File: config.mk
export PLATFORM = sky130hd
export DESIGN_NAME = hazard_fwd_ctrl
export DESIGN_NICKNAME = d
export VERILOG_FILES = /design/src/rtl/hazard_fwd_ctrl.sv
export SDC_FILE = /design/constraint.sdc
export NUM_CORES = 1
export LEC_CHECK = 0
export CORE_UTILIZATION = 55
export CTS_BUF_LIST = sky130_fd_sc_hd__clkbuf_8
export CTS_CLUSTER_SIZE = 8
export DETAILED_ROUTE_END_ITERATION = 10
export HOLD_SLACK_MARGIN = 0.02
export PLACE_DENSITY = 0.83
export SETUP_SLACK_MARGIN = 0.4
export SYNTH_ARGS = -nofsm -noshare
export SYNTH_HDL_FRONTEND = slang
export SYNTH_SLANG_ARGS = --single-unit
File: constraint.sdc
create_clock -name clk -period 7.5 [get_ports clk]
set_input_delay 1.5 -clock clk [delete_from_list [all_inputs] [get_ports clk]]
set_output_delay 1.5 -clock clk [all_outputs]
set_load 0.02 [all_outputs]
File: src/rtl/hazard_fwd_ctrl.sv
// Hazard and forwarding control for the 5-stage pipeline.
// Handles load-use stall, multi-cycle scoreboard, redirect flush and EX forwarding selects.
module hazard_fwd_ctrl #(
    parameter int AW           = 5,
    parameter int NUM_SRC      = 2,
    parameter int FLUSH_CYCLES = 1,
    parameter int CNT_W        = 16
) (
    input  logic                 clk,
    input  logic                 rst_n,
    input  logic                 id_valid,
    input  logic [NUM_SRC*AW-1:0] id_rs,
    input  logic [NUM_SRC-1:0]   id_rs_used,
    input  logic                 id_mc,
    input  logic [AW-1:0]        ex_rd,
    input  logic                 ex_regwrite,
    input  logic                 ex_memread,
    input  logic [AW-1:0]        mem_rd,
    input  logic                 mem_regwrite,
    input  logic                 mc_done,
    input  logic                 redirect,
    output logic                 pc_en,
    output logic                 if_id_en,
    output logic                 if_id_flush,
    output logic                 id_ex_bubble,
    output logic [NUM_SRC*2-1:0] fwd_sel,
    output logic [CNT_W-1:0]     stall_cnt
);

    localparam int FW = (FLUSH_CYCLES > 2) ? $clog2(FLUSH_CYCLES) : 1;
    localparam logic [FW-1:0] FLOAD = FW'((FLUSH_CYCLES > 1) ? FLUSH_CYCLES - 2 : 0);
    localparam logic [0:0] RUN   = 1'b0;
    localparam logic [0:0] FLUSH = 1'b1;

    logic [0:0]          state;
    logic [FW-1:0]       fcnt;
    logic [2**AW-1:0]    pending;
    logic                mc_busy;
    logic                mc_in_ex;
    logic [NUM_SRC-1:0]  lu_v;
    logic [NUM_SRC-1:0]  sb_v;
    logic [NUM_SRC*2-1:0] fwd_next;
    logic                load_use;
    logic                sb_hit;
    logic                mc_struct;
    logic                flushing;
    logic                stall;
    logic                advance;
    logic                issue;

    for (genvar i = 0; i < NUM_SRC; i++) begin : g_src
        logic [AW-1:0] rs;
        logic          use_i;
        logic          ex_m;
        logic          mem_m;
        logic          ex_load;
        assign rs      = id_rs[i*AW +: AW];
        assign use_i   = id_valid && id_rs_used[i] && (rs != '0);
        assign ex_m    = use_i && (rs == ex_rd);
        assign mem_m   = use_i && (rs == mem_rd);
        assign ex_load = ex_m && ex_regwrite && ex_memread;
        assign lu_v[i] = ex_load;
        // mc op sitting in EX has not reached the pending vector yet
        assign sb_v[i] = use_i && (pending[rs] || (mc_in_ex && rs == ex_rd));
        assign fwd_next[2*i +: 2] =
            (ex_m && ex_regwrite && !ex_memread) ? 2'b01 :
            (!ex_load && mem_regwrite && mem_m)  ? 2'b10 : 2'b00;
    end

    assign load_use  = |lu_v;
    assign sb_hit    = |sb_v;
    assign mc_struct = id_valid && id_mc && mc_busy;
    assign flushing  = redirect || (state == FLUSH);
    assign stall     = (state == RUN) && !redirect && (load_use || sb_hit || mc_struct);
    assign advance   = !stall && !flushing;
    assign issue     = advance && id_valid && id_mc;

    always_comb begin
        pc_en        = 1'b1;
        if_id_en     = 1'b1;
        if_id_flush  = 1'b0;
        id_ex_bubble = 1'b0;
        if (!rst_n) begin
            pc_en        = 1'b0;
            if_id_en     = 1'b0;
            id_ex_bubble = 1'b1;
        end else if (flushing) begin
            if_id_flush  = 1'b1;
            id_ex_bubble = 1'b1;
        end else if (stall) begin
            pc_en        = 1'b0;
            if_id_en     = 1'b0;
            id_ex_bubble = 1'b1;
        end
    end

    always_ff @(posedge clk or negedge rst_n) begin
        if (!rst_n) begin
            state     <= RUN;
            fcnt      <= '0;
            pending   <= '0;
            mc_busy   <= 1'b0;
            mc_in_ex  <= 1'b0;
            fwd_sel   <= '0;
            stall_cnt <= '0;
        end else begin
            if (redirect) begin
                if (FLUSH_CYCLES > 1) begin
                    state <= FLUSH;
                    fcnt  <= FLOAD;
                end
            end else if (state == FLUSH) begin
                if (fcnt == '0) begin
                    state <= RUN;
                end else begin
                    fcnt <= fcnt - 1'b1;
                end
            end

            fwd_sel <= advance ? fwd_next : '0;

            if (stall && stall_cnt != '1) begin
                stall_cnt <= stall_cnt + 1'b1;
            end

            // done retires the old op before the one in EX claims its rd
            if (mc_done || (mc_in_ex && ex_rd != '0)) begin
                pending <= (mc_done ? '0 : pending)
                         | ((mc_in_ex && ex_rd != '0) ? (2**AW)'(1) << ex_rd : '0);
            end
            mc_in_ex <= issue;
            if (issue) begin
                mc_busy <= 1'b1;
            end else if (mc_done) begin
                mc_busy <= 1'b0;
            end
        end
    end

endmodule

==> qor.yml <==
logic_synthesis:
  synth_flop_cell: "dfrtp_1"
  syn_avg_cell_area_um2: 10.8
  ys_seq_elements: 54
  synth.distinct_cells: 44
  syn_area_um2: 3150
  synth_nets: 323
  yosysWarnings: 0
  ys_seq_area_share_pct: 42.9
  synth_edf_count: 0
  synthArstFlopShare_pct: 100
  syn_inst: 291
clock_network:
  numCtsBuffers: 5
  htreeDepth: 2
  cts_buffer_depth: 2
  ctsResizeCount: 0
  cts_root_buf: "clkbuf_8"
  cts.reportedPaths.clkPinSlew_ns: 0.09
  cts_tree: "built"
  post-cts-setup-buffer-count: 0
  cts_num_sinks: 54
  worst_skew_pair.late_latency_ns: 0.32
  cts_hold_buf: 0
timing:
  worst_pin_slew_ns: 0.920
  setup_ws_ns: 0.934
  period_needed_ns: 6.57
  hold_viol: 0
  rsz0062_at_grt: "false"
  slew_violations: 0
  skew_ns: 0.0151
  max_freq_ghz: 0.152
  setup_viol: 0
  finalCritPeriodShare_pct: 87.6
  slew_headroom_pct: 38.6
  fin_tns_setup_ns: 0
floorplan:
  die_w_um: 77.6
  die_area_um2: 6030
  core_area_um2: 5510
  ios: 55
  rows: 27
  initial_core_util_pct: 57.1
  die_y_um: 77.6
pwr:
  power_leakage_uw: 0.00152
  peakVddDrop_v: 0.000127
  cellPowerDensity_nw_per_um2: 165
critical_path:
  worstSetupPathType: "input port to output pin"
  cp_slowest_cell: "clkdlybuf4s50_1"
  critical_path_required_ns: 6.00
  critical_path.max_fanout: 19
  end_kind: "output pin"
  cp_common_cell: "clkdlybuf4s50_1"
  start_kind: "input port"
  crit_chain: "clkdlybuf4s50_1 > mux4_2 > mux2_2 > o221a_1 > o41ai_2 > o311ai_2 > buf_4 > a21boi_0 > clkdlybuf4s50_1"
  crit_path_max_incr_delay_ns: 0.77
  cp_data_arrival_time_ns: 5.07
routing:
  drtIter0Drc: 135
  num_vias: 2552
  drt-pass1-iter-count: 5
  wl_per_cell_um: 18.7
  ant_nets: 0
  drc_errors: 0
  routed_wl_um: 7630
  viasPerCell: 6.25
cells_and_area:
  nFillCells: 400
  area_delta_synth_final_pct: 20.6
  post-route-util_pct: 68.9
  multi_input_area_um2: 1700
  num_antenna_cells: 0
  seq_area_um2: 1350
  nNetsFinal: 368
  layout-drive-gt1-share_pct: 10.4
status:
  outcome: "finished clean"
grt:
  grt_max_degree: 36
  antenna_found_initial: 0
  grt_pass1_wl_um: 12900
  grt_usage_pct: 27.5
  gr-total-overflow: 0
  grt_pass1_vias: 2600
job:
  maxCapViolations: 0
hold_path:
  hold_path.class: "flip-flop to flip-flop"
placed_design:
  pre_cts_ws_ns: 0.930
  numPortBuffers: 54
  dp_hpwl_um: 5640
  gp_congestion: 0.905
## Yosys cell counts (2+ instances only)
master     count  share of area (%)
o21ai_0        5               0.80
nor2b_1        3               0.60
nand4_1       11                2.2
nand3_1        9                1.4
nand2_1       15                1.8
dfrtp_1       54                 43
nor2_1        11                1.3
and2_1         5               0.99
nor3_1         5               0.80
nor4b_1        3               0.84
or3_1          2               0.40
nand3b_1       2               0.48
or2_2          6                1.2
nand4b_1       2               0.56
clkbuf_1      12                1.4
mux2_2         7                2.5
xnor2_1       30                8.3
inv_1          5               0.60
nor4_1         2               0.40
and3_1        10                2.0
xor2_1         5                1.4
mux4_2         8                5.7
buf_2          5               0.80
o22ai_1        5               0.99
o2bb2ai_1     32                8.9
mux2i_1       11                3.5
a2111oi_0      2               0.56
a211oi_1       3               0.72
nand2b_1       6                1.2
## registers in the layout (all words and copies together) (netlist names)
register / cells
mc_in_ex: 1
mc_busy: 1
pending: 32
fwd_sel: 4
stall_cnt: 16
## metal layers
layer  track usage [%]  up-vias  routed length, µm
met3              5.18       17                560
met5                 0        -                  0
met1              38.3     1255               3380
met4              11.1        0                131
met2              42.5       95               3550
li1                  -     1185                  -
## layout by cell type, fill, tap and decap left out, types with 3 or more instances in the layout
master	count
dfrtp_1	54
clkdlybuf4s50_1	53
o2bb2ai_1	32
xnor2_1	30
nand2_1	15
nor2_1	11
mux2i_1	11
nand4_1	11
and3_1	10
nand3_1	9
mux4_2	8
mux2_2	7
or2_2	6
nand2b_1	6
o21ai_0	5
o22ai_1	5
inv_1	5
nor3_1	5
and2_1	5
xor2_1	5
clkbuf_8	5
nor2b_1	3
a211oi_1	3
nor4b_1	3
buf_4	3
## power breakdown
part | switching, µW | internal, µW | leakage (µW) | total (µW)
clock | 97.2 | 64.8 | 0.0000444 | 162
combinational | 77.5 | 66.4 | 0.000727 | 144
sequential | 16.7 | 304 | 0.000746 | 321
## critical path: cells and delay by family
kind	cells	cell delay, ns
AO/OA/AOI/OAI	4	1.04
buffers and inverters	3	1.66
multiplexers	2	0.85
## metrics by stage
step / total power [µW] / hold slack [ns] / area, µm² / std cells
2_1_floorplan: 401 / 0.456 / 3150 / 291
3_3_place_gp: 466 / 0.473 / 3710 / 401
3_5_place_dp: 470 / 0.480 / 3710 / 401
4_1_cts: 630 / 0.503 / 3800 / 408
5_1_grt: 655 / 0.517 / 3800 / 408
6_report: 627 / 0.499 / 3800 / 408
## area by class of cell
| type | instances | share of cell area (%) |
|---|---|---|
| clock buffers | 5 | 1.81 |
| clock inverters | 2 | 0.363 |
| inverters | 5 | 0.494 |
| multi-input cells | 213 | 44.7 |
| flip-flops and latches | 54 | 35.6 |
| well taps | 72 | 2.37 |
| repair buffers | 57 | 14.7 |
## worst paths after layout
path | start | end | slack (ns) | cells after the start
min | stall_cnt[5] | stall_cnt[5] | 0.50 | 1
max | id_rs[0] | if_id_en | 0.93 | 9
max reg2reg | pending[15] | stall_cnt[1] | 4.74 | 8
min in group asynchronous | rst_n | fwd_sel[0] | 1.24 | 1
min reg2reg | stall_cnt[5] | stall_cnt[5] | 0.50 | 1
max in group asynchronous | rst_n | stall_cnt[0] | 5.46 | 2
## logic make-up (layout without fill, tap and decap cells)
family | count (synthesis) | in the layout | share of synthesized area [%]
XOR/XNOR | 35 | 35 | 9.74
buffers and inverters | 24 | 69 | 3.18
AO/OA/AOI/OAI | 56 | 56 | 15.0
AND/OR/NAND/NOR | 95 | 95 | 17.0
flip-flops | 54 | 54 | 42.9
multiplexers | 26 | 26 | 11.7
adder cells (fa/ha/maj) | 1 | 1 | 0.398
(Power assumes the default switching activity.)
